<file path="config.mk">
export PLATFORM = sky130hd
export DESIGN_NAME = pipeline_sequencer
export DESIGN_NICKNAME = d
export VERILOG_FILES = /design/src/rtl/pipeline_sequencer.sv
export SDC_FILE = /design/constraint.sdc
export NUM_CORES = 1
export LEC_CHECK = 0
export ABC_AREA = 1
export BUFFER_PORTS_ARGS = -buffer_cell sky130_fd_sc_hd__buf_4
export CAP_MARGIN = 20
export CORE_ASPECT_RATIO = 1.25
export CORE_MARGIN = 3
export CORE_UTILIZATION = 30
export CTS_CLUSTER_SIZE = 8
export DETAILED_ROUTE_END_ITERATION = 7
export PLACE_DENSITY = 0.62
export SLEW_MARGIN = 25
export SYNTH_ARGS = -nofsm -noshare
export SYNTH_HDL_FRONTEND = slang
export SYNTH_SLANG_ARGS = --single-unit
</file>
<file path="constraint.sdc">
create_clock -name clk -period 2.8 [get_ports clk]
set_clock_uncertainty 0.2 [all_clocks]
set_input_delay 0.28 -clock clk [delete_from_list [all_inputs] [get_ports clk]]
set_output_delay 0.28 -clock clk [all_outputs]
set_load 0.05 [all_outputs]
</file>
<file path="src/rtl/pipeline_sequencer.sv">
// Central sequencer for the 5-stage pipeline: start/freeze, load-use bubbles,
// branch flushes, debug single-step and post-HALT drain.
module pipeline_sequencer #(
  parameter int unsigned REG_ADDR_WIDTH = 5,
  parameter int unsigned COUNT_WIDTH    = 32,
  parameter int unsigned DRAIN_CYCLES   = 4
) (
  input  logic                      clk,
  input  logic                      rst_n,
  input  logic                      start_i,
  input  logic                      step_mode_i,
  input  logic                      step_i,
  input  logic [REG_ADDR_WIDTH-1:0] id_rs_i,
  input  logic [REG_ADDR_WIDTH-1:0] id_rt_i,
  input  logic [REG_ADDR_WIDTH-1:0] ex_rt_i,
  input  logic                      ex_mem_read_i,
  input  logic                      mem_branch_taken_i,
  input  logic                      id_halt_i,
  output logic                      stage_en_o,
  output logic                      pc_write_o,
  output logic                      if_id_write_o,
  output logic                      nop_flag_o,
  output logic                      if_id_flush_o,
  output logic                      id_ex_flush_o,
  output logic                      ex_mem_flush_o,
  output logic                      running_o,
  output logic                      halted_o,
  output logic [COUNT_WIDTH-1:0]    cycle_count_o
);

  localparam int unsigned DRAIN_W = $clog2(DRAIN_CYCLES + 1);

  typedef enum logic [2:0] {
    S_IDLE,
    S_RUN,
    S_STEP_HOLD,
    S_DRAIN,
    S_HALTED
  } state_e;

  state_e               state_q, state_d;
  logic [DRAIN_W-1:0]   drain_cnt_q, drain_cnt_d;
  logic [COUNT_WIDTH-1:0] cycle_count_q;
  logic                 load_use;
  logic                 advance;

  // Register zero is never a real dependency, so a load to $0 never stalls.
  assign load_use = ex_mem_read_i && (ex_rt_i != '0) &&
                    ((ex_rt_i == id_rs_i) || (ex_rt_i == id_rt_i));

  always_ff @(posedge clk) begin
    if (!rst_n) begin
      state_q       <= S_IDLE;
      drain_cnt_q   <= '0;
      cycle_count_q <= '0;
    end else begin
      state_q     <= state_d;
      drain_cnt_q <= drain_cnt_d;
      if (stage_en_o) begin
        cycle_count_q <= cycle_count_q + COUNT_WIDTH'(1);
      end
    end
  end

  assign cycle_count_o = cycle_count_q;

  always_comb begin
    state_d        = state_q;
    drain_cnt_d    = drain_cnt_q;
    advance        = 1'b0;
    stage_en_o     = 1'b0;
    pc_write_o     = 1'b0;
    if_id_write_o  = 1'b0;
    nop_flag_o     = 1'b0;
    if_id_flush_o  = 1'b0;
    id_ex_flush_o  = 1'b0;
    ex_mem_flush_o = 1'b0;
    running_o      = 1'b0;
    halted_o       = 1'b0;

    case (state_q)
      S_IDLE: begin
        if (start_i) begin
          state_d = step_mode_i ? S_STEP_HOLD : S_RUN;
        end
      end
      S_RUN: begin
        running_o = 1'b1;
        advance   = 1'b1;
        if (step_mode_i) begin
          state_d = S_STEP_HOLD;
        end
      end
      S_STEP_HOLD: begin
        running_o = 1'b1;
        if (step_i) begin
          advance = 1'b1;
        end else if (!step_mode_i) begin
          state_d = S_RUN;
        end
      end
      S_DRAIN: begin
        running_o  = 1'b1;
        stage_en_o = 1'b1;
        // A taken branch during drain means the HALT was fetched down the wrong path.
        if (mem_branch_taken_i) begin
          pc_write_o     = 1'b1;
          if_id_write_o  = 1'b1;
          if_id_flush_o  = 1'b1;
          id_ex_flush_o  = 1'b1;
          ex_mem_flush_o = 1'b1;
          drain_cnt_d    = '0;
          state_d        = S_RUN;
        end else begin
          nop_flag_o  = 1'b1;
          drain_cnt_d = drain_cnt_q - DRAIN_W'(1);
          if (drain_cnt_q == DRAIN_W'(1)) begin
            state_d = S_HALTED;
          end
        end
      end
      S_HALTED: begin
        halted_o = 1'b1;
      end
      default: begin
        state_d = S_IDLE;
      end
    endcase

    // Advance cycle: branch flush beats load-use stall beats halt.
    if (advance) begin
      stage_en_o    = 1'b1;
      pc_write_o    = 1'b1;
      if_id_write_o = 1'b1;
      if (mem_branch_taken_i) begin
        if_id_flush_o  = 1'b1;
        id_ex_flush_o  = 1'b1;
        ex_mem_flush_o = 1'b1;
      end else if (load_use) begin
        pc_write_o    = 1'b0;
        if_id_write_o = 1'b0;
        nop_flag_o    = 1'b1;
      end else if (id_halt_i) begin
        pc_write_o    = 1'b0;
        if_id_write_o = 1'b0;
        nop_flag_o    = 1'b1;
        drain_cnt_d   = DRAIN_W'(DRAIN_CYCLES);
        state_d       = S_DRAIN;
      end
    end

    // Reset silences every control output so no flush or enable leaks out.
    if (!rst_n) begin
      stage_en_o     = 1'b0;
      pc_write_o     = 1'b0;
      if_id_write_o  = 1'b0;
      nop_flag_o     = 1'b0;
      if_id_flush_o  = 1'b0;
      id_ex_flush_o  = 1'b0;
      ex_mem_flush_o = 1'b0;
      running_o      = 1'b0;
      halted_o       = 1'b0;
    end
  end

endmodule

</file>
==> results of run 1 <==
-- per-layer routing --
| layer | share of wire (%) | vias to the layer above | wire, µm |
|---|---|---|---|
| met2 | 50 | 61 | 2990 |
| met5 | 0 | - | 0 |
| met3 | 5.8 | 9 | 345 |
| li1 | - | 1277 | - |
| met1 | 42 | 1089 | 2510 |
| met4 | 1.9 | 0 | 111 |
-- area by class of cell --
class,instances,share of cell area (%)
multi-input cells,262,43.5
flip-flops and latches,38,25.0
repair buffers,64,15.8
inverters,60,7.40
well taps,92,3.78
clock buffers,5,2.26
clock inverters,3,2.26
-- worst max path at each step --
stage | startpoint | slack, ns | cells past startpoint | to
4_1_cts | state_q[0]$_SDFF_PN0_ | 0.52 | 6 | if_id_flush_o
6_report | state_q[0]$_SDFF_PN0_ | 0.54 | 6 | if_id_flush_o
5_1_grt | state_q[0]$_SDFF_PN0_ | 0.39 | 6 | ex_mem_flush_o
2_1_floorplan | rst_n | 0.31 | 4 | running_o
3_3_place_gp | cycle_count_o[0]$_SDFFE_PN0P_ | 0.84 | 10 | cycle_count_o[30]$_SDFFE_PN0P_
3_5_place_dp | cycle_count_o[0]$_SDFFE_PN0P_ | 0.75 | 10 | cycle_count_o[30]$_SDFFE_PN0P_
-- sequential cells by signal, summed over array words and instances, names as in the netlist --
register       count
state_q            3
cycle_count_o     32
drain_cnt_q        3
-- synthesized netlist by cell type (all sizes together) (5+ instances only) --
cell and count:
nor2 55, nand4 9, xnor2 6, xor2 6
inv 59, dfxtp 38, nor3 10, nand2 97
nand3 33, buf 5, o21ai 13, a21oi 22
-- power by group --
| part | switching (µW) | total, µW | internal, µW |
|---|---|---|---|
| logic | 307 | 443 | 136 |
| clock network | 216 | 573 | 357 |
| registers | 25.9 | 591 | 565 |
| total | 549 | 1610 | 1060 |
-- critical path: stages (launching register included) --
cell,delay [ns]
dfxtp_1,0.36
inv_2,0.08
nand4_2,0.13
nand2_2,0.25
nand2_4,0.16
nor2_1,0.24
buf_4,0.25
-- stage by stage --
stage                     instances  util (%)
after floorplan                 369         -
after global placement          516      38.6
after detailed placement        516      38.6
after CTS                       524      40.4
after global routing            524      40.4
final                           524      40.4
-- cells by family (layout without fill, tap and decap cells) --
kind of cell,Yosys count,count (layout),synth area share (%)
xor+xnor,12,12,4.45
flops,38,38,32.2
buf+inv,69,132,11.8
simple gates,208,208,41.3
fa+ha+maj,3,3,1.59
compound gates,39,39,8.63
==> metrics.md, run 1 <==
| Metric | Value |
|---|---|
| Status | `complete, no violations` |
| Clk root buf | `clkbuf_8` |
| Crit path launch type | `flop` |
| Fin area | `3040 µm²` |
| Syn Inst Count | `369` |
| Placer congestion estimate | `0.783` |
| Largest net degree at the start of global routing | `18` |
| Hold Slack | `0.102 ns` |
| Post-synth top area cell | `dfxtp_1` |
| Hold_sp | `id_halt_i` |
| Synth top area cells | `dfxtp_1 32%, nand2_1 14%, inv_1 8.3%` |
| Hold EP | `drain_cnt_q[0]$_SDFF_PN0_` |
| Hold Path Class | `in -> reg` |
| Flop-to-flop setup slack | `0.73 ns` |
| Leading cell types in the layout, fill and taps excluded | `89 x nand2_1, 64 x buf_4, 52 x inv_1` |
| Fin Setup TNS | `0 ns` |
| Dpl ws | `0.751 ns` |
| CP required | `2.32 ns` |
| Layout cells sized above 1 | `24.3%` |
| Netlist cell types | `33` |
| Critical Path End Type | `primary output` |
| RSZ-0062 raised after global routing | `no` |
| Max clock buf depth | `2` |
| Area of the multi-input gates | `1320 µm²` |
| Register area share after synthesis | `32.2%` |
| WL final | `5950 µm` |
| Synth top area share | `32.2%` |
| IO Port Bufs | `63` |
| Post-Syn Area | `2360 µm²` |
| Avg Vias per Cell | `4.65` |
| GRT Total Usage | `13.6%` |
| Setup Viol. Count Final | `0` |
| Final hold vios | `0` |
| Synth-to-layout area growth | `28.7%` |
| # fillers | `806` |
| #FFs+latches synth | `38` |
| Setup slack after layout | `0.543 ns` |
| Placed cell area | `2910 µm²` |
| Routed via count | `2436` |
| Class of the most critical setup path | `reg -> out` |
| Vias in the first global route | `2325` |
| Ports | `64` |
| Hold Crit Depth | `4` |
| Pleak | `0.00141 µW` |
| # Max-Cap Violations | `0` |
| R2r worst-path depth | `10` |
| Die area | `8990 µm²` |
| Post-synth EDFFs | `0` |
| CP max FO | `14` |
| Initial antenna violation count | `0` |
| First-pass GRT wire length | `10100 µm` |
| Die X | `85.4 µm` |
| Inserted Diodes | `0` |
| Slew headroom | `62.4%` |
| Max frequency | `443 MHz` |
| Yosys warnings | `0` |
| Final Power | `1610 µW` |
| Hold buffer count at cts | `0` |
| RR Endpoint | `cycle_count_o[30]$_SDFFE_PN0P_` |
| WL/cell | `11.4 µm` |
| Commonest non-fill, non-tap cell in the layout | `nand2_1` |
| Met2 usage | `25.3%` |
| Mean post-synth cell area | `6.41 µm²` |
| R2r startpoint | `cycle_count_o[0]$_SDFFE_PN0P_` |
| Initial DRC Count | `67` |
| Worst Tran Pin Value | `0.563 ns` |
| Core area | `7530 µm²` |
| Register area | `761 µm²` |
| Post-route ant nets | `0` |
| Tcrit/Tclk final | `80.6%` |
| Clk Latency, worst-skew pair | `0.30 ns` |
| Worst vdd ir | `237 µV` |
| Met1 Track Usage GR | `14.6%` |
| Remaining Overflow, GRT | `0` |
| Initial Util | `31.4%` |
| Clk slew on worst S/H paths | `0.08 ns` |
| CTS Buf Count | `5` |
| Slew Viols, Final | `0` |
| Synthesized Nets | `395` |
| Post-detail-place hpwl | `4700 µm` |
| DRC Markers | `0` |
| Minimum clock period | `2.26 ns` |
| Die height | `105 µm` |
| Post-CTS Setup Repair Bufs | `0` |
| TritonRoute pass-1 iters | `4` |
| Post-synth top flop | `dfxtp_1` |
| Final nets | `457` |
| CP arrival | `1.78 ns` |
| # rows | `35` |
| Clk sink count | `38` |
| GR Util met3 | `3.28%` |
| Resize count post-CTS | `0` |
| Ys async rst share | `0%` |
| Cell Pwr Density | `528 nW/µm²` |
| Top Usage Layer GRT | `met2` |
| H-tree levels | `2` |
| CTS tree | `built` |
Power figures use the tool's default switching activity.
==> run 2: changes to the inputs <==
PLACE_DENSITY = 0.63   (was 0.62)
clock period = 1.89 ns   (was 2.8 ns; I/O delays follow)
==> run 2 against run 1 <==
Non-clock buffer count rose by 15. Die area unchanged. Combinational power rose by 97%. Power up 49%. Cell count increased by 2.9%. Setup slack got worse by 0.54 ns. Critical path type is now reg -> reg. Highest routed layer unchanged.
==> metrics.md, run 2 (same netlist as run 1, synthesis figures left out) <==
| Metric | Value |
|---|---|
| Class of the most critical setup path | `reg -> reg (was reg -> out)` |
| TritonRoute pass-1 iters | `5 (was 4)` |
| Hold Path Class | `in -> reg (unchanged)` |
| CP max FO | `4 (was 14)` |
| Placer congestion estimate | `0.846 (was 0.783)` |
| # fillers | `805 (was 806)` |
| Top Usage Layer GRT | `met2 (unchanged)` |
| Layout cells sized above 1 | `33.6% (was 24.3%)` |
| Slew Viols, Final | `0 (unchanged)` |
| WL/cell | `11.7 µm (was 11.4 µm)` |
| Clk slew on worst S/H paths | `0.07 ns (was 0.08 ns)` |
| Clk Latency, worst-skew pair | `0.29 ns (was 0.30 ns)` |
| Combinational share of power | `36.5% (was 27.6%)` |
| IO Port Bufs | `63 (unchanged)` |
| GRT Total Usage | `14.2% (was 13.6%)` |
| Minimum clock period | `1.89 ns` |
| Initial antenna violation count | `0 (unchanged)` |
| CTS Buf Count | `5 (unchanged)` |
| Max frequency | `529 MHz` |
| Sequential share of power | `37.2% (was 36.8%)` |
| Fin util | `43.6% (was 40.4%)` |
| # rows | `35 (unchanged)` |
| DRC Markers | `0 (unchanged)` |
| Avg Vias per Cell | `4.59 (was 4.65)` |
| Critical Path End Type | `flop (was primary output)` |
| Fin Setup TNS | `0 ns (unchanged)` |
| Sw frac | `36.5% (was 34.1%)` |
| Critical-path cell list | `inv_4 > nand4_4 > nand2_2 > inv_2 > nor2_4 > buf_4 > buf_4 > buf_4 > buf_4 > buf_4 > nand4_1 > o21ai_0 (was inv_2 > nand4_2 > nand2_2 > nand2_4 > nor2_1 > buf_4)` |
| Area of the multi-input gates | `1400 µm² (was 1320 µm²)` |
| Flop-to-flop setup slack | `0.001 ns (was 0.73 ns)` |
| Core area | `7530 µm² (unchanged)` |
| Post-route ant nets | `0 (unchanged)` |
| Final hold vios | `0 (unchanged)` |
| Clk root buf | `clkbuf_8 (unchanged)` |
| Max clock buf depth | `2 (unchanged)` |
| Initial Util | `31.4% (unchanged)` |
| Most used cell, CP | `buf_4` |
| Synth-to-layout area growth | `38.9% (was 28.7%)` |
| # Max-Cap Violations | `0 (unchanged)` |
| Cell Pwr Density | `729 nW/µm² (was 528 nW/µm²)` |
| Final nets | `472 (was 457)` |
| RSZ-0062 raised after global routing | `yes (was no)` |
| Pleak | `0.00148 µW (was 0.00141 µW)` |
| Setup Viol. Count Final | `0 (unchanged)` |
| CP required | `1.85 ns (was 2.32 ns)` |
| Clock share of power | `26.3% (was 35.7%)` |
| Register area | `788 µm² (was 761 µm²)` |
| CTS tree | `built (unchanged)` |
| Largest register FFs | `32 (unchanged)` |
| Net Sw Power | `872 µW (was 549 µW)` |
| Crit path launch type | `flop (unchanged)` |
| WL final | `6330 µm (was 5950 µm)` |
| GR Util met3 | `3.05% (was 3.28%)` |
| Leading cell types in the layout, fill and taps excluded | `82 x nand2_1, 73 x buf_4, 49 x inv_1 (was 89 x nand2_1, 64 x buf_4, 52 x inv_1)` |
| Die area | `8990 µm² (unchanged)` |
| Clk sink count | `38 (unchanged)` |
| Ports | `64 (unchanged)` |
| Routed via count | `2476 (was 2436)` |
| CP arrival | `1.85 ns (was 1.78 ns)` |
| Slew headroom | `78.5% (was 62.4%)` |
| Worst Tran Pin Value | `0.323 ns (was 0.563 ns)` |
| Met1 Track Usage GR | `15.4% (was 14.6%)` |
| Worst path max stage delay | `0.38 ns (was 0.36 ns)` |
| Post-detail-place hpwl | `4880 µm (was 4700 µm)` |
| Met2 usage | `27.1% (was 25.3%)` |
| Die X | `85.4 µm (unchanged)` |
| First-pass GRT wire length | `10600 µm (was 10100 µm)` |
| Commonest non-fill, non-tap cell in the layout | `nand2_1 (unchanged)` |
| Vias in the first global route | `2393 (was 2325)` |
| Largest net degree at the start of global routing | `20 (was 18)` |
| Die height | `105 µm (unchanged)` |
| Tcrit/Tclk final | `99.9%` |
| Remaining Overflow, GRT | `0 (unchanged)` |
| Worst vdd ir | `403 µV (was 237 µV)` |
| H-tree levels | `2 (unchanged)` |
| Initial DRC Count | `74 (was 67)` |
| Inserted Diodes | `0 (unchanged)` |
| Status | `complete, no violations (unchanged)` |
| Internal power | `1520 µW (was 1060 µW)` |
| Max stage delay cell, worst path | `dfxtp_4 (was dfxtp_1)` |
-- run 2: cell types whose count changed in the layout (fill, tap and decap cells not counted), sizes merged --
cell,previous run,this run
inv,59,60
buf,64,78
bufinv,2,0
clkinv,2,0
clkbuf,5,8
dlygate4sd3,0,1
-- run 2: cell type report --
cell class,count,share of cell area (%)
clock buffers,8,3.09
inverters,60,7.16
multi-input cells,262,42.8
flip-flops and latches,38,24.0
well taps,92,3.51
repair buffers,79,19.5
-- run 2: worst max-delay path, delay by kind of cell, from the launching register on --
family	cells	cell delay, ns
buffers and inverters	7	0.74
AND/OR/NAND/NOR	4	0.34
AO/OA/AOI/OAI	1	0.12
flip-flops	1	0.38
-- run 2: stage by stage --
stage	power [µW]	instance area [µm²]	setup WS (ns)	hold WS (ns)	instances
CTS	2350	3200	0.00599	0.0423	535
floorplan	1410	2410	-0.0000659	0.174	369
global placement	1610	2970	0.0176	0.303	519
finish	2390	3280	0.00105	0.0317	539
global route	2530	3280	-0.0538	0.0323	539
detailed placement	1620	2970	-0.0291	0.305	519
-- run 2: timing repair --
item                                   4_1_cts  5_1_grt
pin swaps                                    3       10
setup endpoints to repair                    8       11
gates cloned                                 0        0
hold buffers                                 1        0
endpoints found under the hold margin        2        0
setup buffers                                7        4
resized for setup                           18       17
-- run 2: power by group through the flow --
stage	logic (µW)	clock network, µW	registers, µW
final	873	630	890
after global routing	948	683	894
after detailed placement	729	0	890
after global placement	721	0	888
after CTS	805	657	885
after floorplan	472	0	938
-- run 2: metal layers --
layer | wire, µm | vias to the layer above | share of wire [%]
li1 | - | 1313 | -
met1 | 2530 | 1103 | 40
met2 | 3420 | 52 | 54
met3 | 287 | 8 | 4.5
met4 | 93 | 0 | 1.5
met5 | 0 | - | 0
-- run 2: final timing paths --
kind / start / depth (start not counted) / endpoint
setup / recovery: state_q[0]$_SDFF_PN0_ / 12 / state_q[0]$_SDFF_PN0_
hold reg to reg: cycle_count_o[3]$_SDFFE_PN0P_ / 2 / cycle_count_o[3]$_SDFFE_PN0P_
setup reg to reg: state_q[0]$_SDFF_PN0_ / 12 / state_q[0]$_SDFF_PN0_
hold / removal: step_mode_i / 3 / state_q[1]$_SDFF_PN0_
